`src/rtl/bcd_scan_counter.sv`:
```
// Multi-digit BCD up/down counter with carry pulse and a time-multiplexed,
// active-low seven-segment scan driver. Define BCD_LEADING_BLANK_EN to blank leading zeros.
module bcd_scan_counter #(
  parameter int DIGITS   = 4,
  parameter int SCAN_DIV = 1000
) (
  input  logic                  clk,
  input  logic                  rst,
  input  logic                  en,
  input  logic                  up,
  input  logic                  load,
  input  logic [4*DIGITS-1:0]   data,
  output logic [4*DIGITS-1:0]   count,
  output logic                  carry,
  output logic [7:0]            seg,
  output logic [DIGITS-1:0]     an
);

  localparam int PW = $clog2(SCAN_DIV);
  localparam int IW = (DIGITS > 1) ? $clog2(DIGITS) : 1;

  localparam logic [PW-1:0] PRE_LAST = PW'(SCAN_DIV - 1);
  localparam logic [IW-1:0] IDX_LAST = IW'(DIGITS - 1);

  function automatic logic [7:0] decode(input logic [3:0] d);
    case (d)
      4'd0:    decode = 8'hC0;
      4'd1:    decode = 8'hF9;
      4'd2:    decode = 8'hA4;
      4'd3:    decode = 8'hB0;
      4'd4:    decode = 8'h99;
      4'd5:    decode = 8'h92;
      4'd6:    decode = 8'h82;
      4'd7:    decode = 8'hF8;
      4'd8:    decode = 8'h80;
      4'd9:    decode = 8'h90;
      default: decode = 8'hBF;
    endcase
  endfunction

  logic [4*DIGITS-1:0] count_nx;
  logic                carry_nx;
  logic                ripple;
  logic [3:0]          digit;

  logic [PW-1:0]       prescale;
  logic [IW-1:0]       index;
  logic [3:0]          sel_digit;
  logic [7:0]          seg_nx;
  logic [DIGITS-1:0]   an_nx;

  // Decade ripple: the carry/borrow walks upward from digit 0 and stops at
  // the first digit that absorbs it; a ripple surviving the top digit is a wrap.
  always_comb begin
    // NOTE: every always_comb output gets a default first so no path infers a latch.
    count_nx = count;
    carry_nx = 1'b0;
    ripple   = 1'b1;
    digit    = '0;
    if (load) begin
      count_nx = data;
    end else if (en) begin
      for (int k = 0; k < DIGITS; k++) begin
        digit = count[4*k +: 4];
        if (ripple) begin
          if (up) begin
            if (digit >= 4'd9) begin
              count_nx[4*k +: 4] = 4'd0;
            end else begin
              count_nx[4*k +: 4] = digit + 4'd1;
              ripple             = 1'b0;
            end
          end else begin
            if (digit == 4'd0) begin
              count_nx[4*k +: 4] = 4'd9;
            end else if (digit > 4'd9) begin
              count_nx[4*k +: 4] = 4'd9;
              ripple             = 1'b0;
            end else begin
              count_nx[4*k +: 4] = digit - 4'd1;
              ripple             = 1'b0;
            end
          end
        end
      end
      carry_nx = ripple;
    end
  end

  always_ff @(posedge clk or negedge rst) begin
    // NOTE: sequential state uses non-blocking assignments so every register
    // samples pre-edge values regardless of statement order.
    if (!rst) begin
      count <= '0;
      carry <= 1'b0;
    end else begin
      count <= count_nx;
      carry <= carry_nx;
    end
  end

  // Free-running scan timing, unaffected by load/en.
  always_ff @(posedge clk or negedge rst) begin
    if (!rst) begin
      prescale <= '0;
      index    <= '0;
    end else if (prescale == PRE_LAST) begin
      prescale <= '0;
      index    <= (index == IDX_LAST) ? '0 : index + 1'b1;
    end else begin
      prescale <= prescale + 1'b1;
    end
  end

  assign sel_digit = count[4*index +: 4];
  assign an_nx     = ~(DIGITS'(1) << index);

`ifdef BCD_LEADING_BLANK_EN
  logic [DIGITS-1:0] zero_from;
  logic              zero_acc;

  // zero_from[k] is set when digit k and every higher digit are zero.
  always_comb begin
    zero_from = '0;
    zero_acc  = 1'b1;
    for (int k = DIGITS - 1; k >= 0; k--) begin
      zero_acc     = zero_acc & (count[4*k +: 4] == 4'd0);
      zero_from[k] = zero_acc;
    end
  end

  assign seg_nx = ((index != '0) && zero_from[index]) ? 8'hFF : decode(sel_digit);
`else
  assign seg_nx = decode(sel_digit);
`endif

  // Display outputs are registered, so they trail count/index by one clock.
  always_ff @(posedge clk or negedge rst) begin
    if (!rst) begin
      seg <= 8'hFF;
      an  <= '1;
    end else begin
      seg <= seg_nx;
      an  <= an_nx;
    end
  end

endmodule

```
`config.mk`:
```
export PLATFORM = sky130hd
export DESIGN_NAME = bcd_scan_counter
export DESIGN_NICKNAME = d
export VERILOG_FILES = /design/src/rtl/bcd_scan_counter.sv
export SDC_FILE = /design/constraint.sdc
export NUM_CORES = 1
export LEC_CHECK = 0
export BUFFER_PORTS_ARGS = -buffer_cell sky130_fd_sc_hd__clkbuf_2
export CELL_PAD_IN_SITES_DETAIL_PLACEMENT = 2
export CELL_PAD_IN_SITES_GLOBAL_PLACEMENT = 2
export CORE_ASPECT_RATIO = 2
export CORE_UTILIZATION = 37
export DETAILED_ROUTE_END_ITERATION = 12
export PLACE_DENSITY = 0.95
export SYNTH_ARGS = -nofsm -noshare
export SYNTH_HDL_FRONTEND = slang
export SYNTH_SLANG_ARGS = --single-unit
```
`constraint.sdc`:
```
create_clock -name clk -period 6 [get_ports clk]
set_clock_uncertainty 0.1 [all_clocks]
set_input_delay 0.6 -clock clk [delete_from_list [all_inputs] [get_ports clk]]
set_output_delay 0.6 -clock clk [all_outputs]
set_load 0.1 [all_outputs]
```
# Yosys cells after proc, flatten, opt, wreduce, memory -nomap -nowiden
# Memories as Yosys holds them, arrays and structs flattened. A register that Yosys moved wholly into a read port is not among the register bits.
# Index checks and enable logic that the tools add are counted.
word_totals:
  regBits: 41
  rom_bits: 112
  memories: 1
  input_bits: 21
memory_table:
  columns: ["name", "words", "width", "rd", "rd_ports_with_merged_regs", "wr", "line", "text"]
  rows:
  - ["(name not given)", 16, 7, 1, 1, 0, "26", "case (d)"]
classes:
  shift: 2
  n_reduce_logical: 12
  eq_ne: 2
  add_sub_neg: 10
  n_bitwise: 1
  muxes: 46
  magnitude_cmp: 8
op_table:
  columns: ["op", "count"]
  rows:
  - ["$mux W4", 19]
  - ["$mux W16", 2]
  - ["$mux W1", 23]
  - ["$add A4 B1 Y4 const B", 4]
  - ["$ge A4 B4 Y1 const B", 4]
  - ["$gt A4 B4 Y1 const B", 4]
  - ["$logic_not A4 Y1", 4]
  - ["$shiftx A16 B5 Y4", 1]
  - ["$sub A4 B1 Y4 const B", 4]
  - ["$add A10 B1 Y10 const B", 1]
  - ["$eq A10 B10 Y1 const B", 1]
  - ["$mux W10", 1]
  - ["$reduce_bool A2 Y1", 4]
  - ["$reduce_and A2 Y1", 3]
  - ["$not A4 Y4", 1]
  - ["$shl A1 B2 Y4 const A", 1]
  - ["$add A2 B1 Y2 const B", 1]
  - ["$eq A2 B2 Y1 const B", 1]
  - ["$mux W2", 1]
  - ["$logic_not A1 Y1", 1]

# Longest topological paths before layout
# Gate-level depths: netlist of run 1.
logic_depth:
  word_depth: 14
  mapped_depth: 9
  ltp_nobuf: 7

# Worst setup path after synthesis of run 1
# No wires, ideal clock.
synth_timing:
  kind: "register to register"
  startpoint: "reg count[9]"
  endpoint: "reg count[14]"
  synth_period_minus_slack_ns: 2.900
  setup_slack_ns: 3.100
  path_stages_with_launch: 8
  arrival_ns: 2.676
  path_cell_list: "dfrtp_1 inv_1 ha_1 or3b_2 a21o_1 a31oi_4 inv_1 mux2_2"
synth_via:
  elab_chain_cells: 8
  word_cells_on_any_way: 10
synth_rtl:
  columns: ["element", "line", "text"]
  rows:
  - ["start, declared", "13", "output logic [4*DIGITS-1:0] count,"]
  - ["start signal, assigned", "97", "count <= count_nx;"]
  - ["$ge A4 B4 Y1 / $logic_not A4 Y1 (equally long branches)", "67, 74", null]
  - ["$mux W1 (on tied branches)", "67, 74", null]
  - ["$mux W1 (*)", "66", "if (up) begin"]
  - ["$mux W1 (*)", "65", "if (ripple) begin"]
  - ["$mux W1 (*)", "62", "end else if (en) begin"]
  - ["$mux W1 (*)", "60", "if (load) begin"]
  - ["$reduce_bool A2 Y1 (no line) (*)", null, null]
  - ["$reduce_and A2 Y1 (no line) (*)", null, null]
# Every way passes the cells marked *; elsewhere a longest branch is shown, timed or not. The select of a mux whose other input is x is not followed.
# A chain may end at the register's enable or synchronous reset.

# Worst setup path after layout of run 1
layout_timing:
  startpoint: "reg count[0]"
  endpoint: "reg count[7]"
layout_via:
  elab_chain_cells: 7
  word_cells_on_any_way: 9
layout_rtl:
  columns: ["element", "line"]
  rows:
  - ["$ge A4 B4 Y1 / $logic_not A4 Y1 (equally long branches)", "67, 74"]
  - ["$mux W1 (on tied branches)", "67, 74"]
  - ["$mux W1 (*)", "66"]
  - ["$mux W1 (*)", "62"]
  - ["$mux W1 (*)", "60"]
  - ["$reduce_bool A2 Y1 (no line) (*)", null]
  - ["$reduce_and A2 Y1 (no line) (*)", null]
# Marked as above.

==> results.yml, run 1 <==
cells_and_area:
  areaGrowthSynthToFinish_pct: 14.5
  fin_cells: 474
  final_area_um2: 3440
  diodes: 0
  fillers: 870
  nNetsFinal: 422
  drive_gt1_share_pct: 22.2
timing:
  totalNegativeSetupSlack_ns: 0
  setup_violations: 0
  slew_headroom_pct: 32.1
  min_period_over_period_pct: 45.8
  min_period_ns: 2.75
  tightest_slew_ns: 1.02
  rsz0062_at_grt: "no"
  fmax_ghz: 0.364
  worst_hold_slack_ns: 0.370
  fin_ws_ns: 3.25
  hold_viol: 0
  drv_slew: 0
setup_path:
  r2r-start: "count[0]"
  path_delay_family: "compound AO/OA/AOI/OAI gates"
  cp.arrival_ns: 2.78
  cp.required_ns: 6.04
  cp_slowest_cell: "dfrtp_1"
  cp-start-kind: "flip-flop"
  crit_type: "flip-flop to flip-flop"
  path_max_fanout: 12
  critPathMostFrequentCell: "o21ai_0"
  critPathMaxStageDelay_ns: 0.54
  startpoint: "count[0]"
  path_buf_inv: 1
  end_kind: "flip-flop"
  crit_chain: "inv_1 -> ha_1 -> or3b_4 -> o32ai_4 -> o21ai_0 -> o32ai_1 -> o21ai_0"
drt:
  vias: 2729
  ant_nets: 0
  wl_mm: 9.23
  wl_per_cell_um: 19.5
  viasPerCell: 5.76
  dr.first_iter.drc_count: 75
  firstDrtPassIters: 4
  drc: 0
synthesis:
  synth_cells: 342
  ys_ff_latch: 40
  synth_enable_flop_cells: 0
  synth_area_um2: 3000
  ys_warn_count: 0
  syn_nets: 387
  async_reset_ff_share_pct: 100
  synth_flop_cell: "dfrtp_1"
  ys_seq_area_share_pct: 33.8
  avgSynthCellArea_um2: 8.78
  yosys.cell_types.count: 64
pwr:
  leakage_nw: 1.51
  ir_drop_v: 0.000133
  power_density_nw_per_um2: 314
clocking:
  cts_max_path_buffers: 2
  hold_buffers: 0
  cts_tree: "yes"
  postCtsResizedCells: 0
  clockRootBuffer: "clkbuf_16"
  htreeDepth: 2
  post-cts-setup-buffer-count: 0
  clk_latency_ns: 0.29
  cts_buffers: 5
  clkTransAtPathRegs_ns: 0.06
  cts.sinks: 40
outcome:
  status: "finished clean"
hold_path:
  min_path_type: "input pin to async pin"
flow_run:
  cap_viol_max_count: 0
die:
  initial_core_util_pct: 38.1
  die_x_um: 65.7
  dieArea_um2: 8510
  ioPinCount: 50
  dieHeight_um: 129
  rows: 46
  core_um2: 7890
placement:
  place_inst: 466
  preCtsSetupSlack_ns: 3.06
  io_buffers: 48
  place_area_um2: 3270
  detailed_place_hpwl_mm: 6.86
  place_congestion: 0.874
grt:
  grt_antenna_before_repair: 0
  grt_pass1_wl_mm: 15.0
  grt_overflow_total: 0
  grt_max_degree: 41
  track_usage_pct: 23.3
  grt_pass1_vias: 3027
==> cell type report <==
| cell class | instances | area, um^2 | area share [%] |
|---|---|---|---|
| clock buffer | 5 | 125 | 3.64 |
| clock inverter | 3 | 42.5 | 1.24 |
| inverter | 30 | 113 | 3.27 |
| multi-input combinational | 252 | 1780 | 51.9 |
| sequential | 40 | 1010 | 29.5 |
| tap | 96 | 120 | 3.49 |
| timing repair buffer | 48 | 240 | 6.98 |
==> report_power, final <==
part	internal, W	total (W)	switching [W]
logic	0.0000992	0.000414	0.000315
clock network	0.000196	0.000315	0.000120
registers	0.000300	0.000352	0.0000518
total	0.000595	0.00108	0.000486
==> cell usage after synthesis, types with 3 or more instances <==
cell type   n  area [um^2]
o311ai_0    3         26.3
nor3_1      3         15.0
nor4b_1     3         26.3
o31ai_1     3         22.5
nand2_1    28          105
nand2b_1    4         25.0
mux2_2      3         33.8
a21oi_1    25          125
xor2_1      4         35.0
ha_1       24          300
a22oi_1     3         22.5
mux2i_1     3         30.0
mux4_2      4         90.1
a21o_1      4         30.0
dfrtp_1    29          726
inv_1      30          113
o2bb2ai_1   3         26.3
xnor2_1     3         26.3
clkbuf_1   12         45.0
nand4b_1    3         26.3
or4_1       3         22.5
nand3_1    11         55.1
o21ai_0    26          130
nor2b_1     8         50.1
a211oi_1    3         22.5
nor2_1     29          109
o32ai_1     3         26.3
dfstp_2    11          289
buf_2       5         25.0
and2_1      4         25.0
==> sequential cells by signal, indices dropped and copies added (netlist names) <==
register  cells
seg           7
index         2
an            4
carry         1
prescale     10
count        16
==> path summary, 6_finish.rpt <==
path / endpoint / slack, ns / depth (start not counted)
min in group clk: prescale[0] / 0.37 / 1
max in group asynchronous: count[7] / 4.80 / 1
hold reg to reg: prescale[0] / 0.37 / 1
setup reg to reg: count[7] / 3.25 / 7
hold / removal: prescale[1] / 0.37 / 1
setup / recovery: count[7] / 3.25 / 7
==> worst reg2reg max path, stage by stage (launching register included) <==
cell     delay [ns]
dfrtp_1        0.54
inv_1          0.14
ha_1           0.25
or3b_4         0.43
o32ai_4        0.46
o21ai_0        0.23
o32ai_1        0.33
o21ai_0        0.12
==> layer usage <==
layer / vias to the layer above / global-route usage [%] / routed length, um
li1: 1274 / - / -
met1: 1384 / 22.6 / 3370
met2: 53 / 46.2 / 5400
met3: 18 / 2.11 / 178
met4: 0 / 11.6 / 289
met5: - / 0 / 0
==> placed cells by master, fill, tap and decap left out, types with 4 or more instances in the layout <==
cell       count
and2_1         4
dfstp_2       11
clkbuf_2      48
ha_1          24
nand2b_1       4
nand2_1       28
o21ai_0       26
a21o_1         4
nor2_1        29
dfrtp_1       29
mux4_2         4
clkbuf_16      5
nor2b_1        8
nand3_1       11
xor2_1         4
inv_1         30
a21oi_1       25
==> metrics by stage <==
step | power, W | util [%]
finish | 0.00108 | 43.6
global route | 0.00113 | 43.6
CTS | 0.00109 | 43.6
detailed placement | 0.000769 | 41.5
global placement | 0.000751 | 41.5
floorplan | 0.000676 | -
==> cell families after synthesis <==
kind of cell | synth area share (%)
muxes | 5.12
adders and majority gates | 10.0
and+or+nand+nor | 20.8
other | 0.125
xor gates and xnor gates | 2.04
AOI/OAI and AO/OA | 21.3
buffers and inverters | 6.83
DFF | 33.8
Power figures use the tool's default switching activity.
==> run 2: changes to the inputs <==
Settings changed: CORE_UTILIZATION 37 to 34, PLACE_DENSITY 0.95 to 0.91.
Clock period 6 ns to 2.65 ns, I/O delays scaled along.
==> results.yml, run 2 (same netlist as run 1, synthesis figures left out) <==
outcome:
  status: "finished clean"
grt:
  grt_max_degree: 38
  grt_pass1_vias: 3204
  grt_antenna_before_repair: 0
  track_usage_pct: 24.2
  grt_pass1_wl_mm: 16.4
  grt_overflow_total: 0
setup_path:
  path_max_fanout: 11
  r2r_cells: 9
  end_kind: "flip-flop"
  cp-start-kind: "flip-flop"
  path_delay_family: "buffers and inverters"
  critPathMostFrequentCell: "buf_4"
  critPathMaxStageDelay_ns: 0.48
  r2r-start: "count[0]"
  crit_type: "flip-flop to flip-flop"
  startpoint: "count[0]"
  r2r_setup_slack_ns: 0.04
  cp.required_ns: 2.73
  crit_chain: "buf_4 -> ha_1 -> nor3b_1 -> buf_4 -> o32ai_4 -> buf_4 -> a31oi_4 -> inv_2 -> mux2_2"
  path_buf_inv: 4
  cp_slowest_cell: "dfrtp_4"
  r2r_end: "count[14]"
  cp.arrival_ns: 2.69
timing:
  slew_headroom_pct: 49.8
  fin_ws_ns: 0.0379
  drv_slew: 0
  fmax_ghz: 0.383
  min_period_ns: 2.61
  setup_violations: 0
  rsz0062_at_grt: "no"
  hold_viol: 0
  min_period_over_period_pct: 98.6
  totalNegativeSetupSlack_ns: 0
  tightest_slew_ns: 0.753
cells_and_area:
  diodes: 0
  fillers: 965
  top_register: "count"
  nNetsFinal: 437
  final_cell_mix: "48 x clkbuf_2, 29 x nor2_1, 28 x inv_1, 28 x nand2_1"
  drive_gt1_share_pct: 27.0
  final_area_um2: 3550
  largest_reg_flops: 16
  fin_cells: 493
  reg.largest.list: "count x16, prescale x10, seg x7"
  mostFrequentLayoutCell: "clkbuf_2"
  areaGrowthSynthToFinish_pct: 18.3
  seqCellArea_um2: 1020
  post-route-util_pct: 41.4
  multi_input_area_um2: 1800
hold_path:
  hold_path_depth: 2
  hold_end: "count[5]"
  min_path_type: "input pin to flip-flop"
  hold_path_startpoint: "data[5]"
placement:
  preCtsSetupSlack_ns: -0.00155
  place_inst: 483
  io_buffers: 48
  detailed_place_hpwl_mm: 7.89
  place_area_um2: 3390
  place_congestion: 0.876
drt:
  vias: 2858
  dr.first_iter.drc_count: 102
  wl_mm: 10.5
  firstDrtPassIters: 4
  viasPerCell: 5.80
  wl_per_cell_um: 21.3
  ant_nets: 0
  drc: 0
clocking:
  cts_max_path_buffers: 2
  cts.sinks: 40
  clockRootBuffer: "clkbuf_16"
  cts_buffers: 5
  htreeDepth: 2
  cts_tree: "yes"
  clk_latency_ns: 0.29
  clkTransAtPathRegs_ns: 0.06
die:
  core_um2: 8590
  die_x_um: 68.5
  dieArea_um2: 9240
  initial_core_util_pct: 35.0
  dieHeight_um: 135
  ioPinCount: 50
  rows: 48
pwr:
  leakage_nw: 1.56
  ir_drop_v: 0.000265
  power_density_nw_per_um2: 677
flow_run:
  cap_viol_max_count: 0
==> run 2: timing repair <==
item | 4_1_cts | 5_1_grt
setup buffers | 0 | 1
pin swaps | 1 | 1
endpoints found under the hold margin | 7 | 0
resized for setup | 0 | 4
hold buffers | 1 | 0
setup endpoints to repair | 2 | 4
==> run 2: worst max-delay path by stage <==
stage | to | slack [ns] | depth (start not counted)
2_1_floorplan | count[14] | 0.004 | 8
3_3_place_gp | count[11] | 0.18 | 7
3_5_place_dp | count[11] | -0.002 | 7
4_1_cts | count[7] | 0.02 | 7
5_1_grt | count[14] | 0.006 | 9
6_report | count[14] | 0.04 | 9
==> run 2: metrics by stage <==
step	hold WS [ns]	total power (W)
floorplan	-0.131	0.00154
global placement	0.0416	0.00174
detailed placement	0.0465	0.00179
CTS	0.0753	0.00241
global route	0.0809	0.00251
finish	0.0774	0.00241
==> run 2: area by class of cell <==
cell class / count / share of cell area (%)
well taps: 100 / 3.52
clock inverters: 1 / 0.141
flip-flops and latches: 40 / 28.8
multi-input cells: 252 / 50.6
inverters: 30 / 3.17
clock buffers: 7 / 3.73
repair buffers: 63 / 10.0
==> run 2: worst reg2reg max path, delay by kind of cell (launching register included) <==
family / cells / cell delay, ns
buffers and inverters: 4 / 0.64
DFF: 1 / 0.48
and+or+nand+nor: 1 / 0.36
AOI/OAI and AO/OA: 2 / 0.36
adders and majority gates: 1 / 0.29
muxes: 1 / 0.27
==> run 2: where the power goes <==
group,internal [W],switching (W),total (W)
registers,0.000683,0.0000852,0.000769
logic,0.000257,0.000772,0.00103
clock network,0.000349,0.000259,0.000608
==> run 2: metal layers <==
| layer | vias to the layer above | global-route usage, % | wire length, um |
|---|---|---|---|
| li1 | 1307 | - | - |
| met5 | - | 0 | 0 |
| met4 | 0 | 13.0 | 483 |
| met1 | 1440 | 23.6 | 3630 |
| met2 | 76 | 46.0 | 6100 |
| met3 | 35 | 2.96 | 289 |
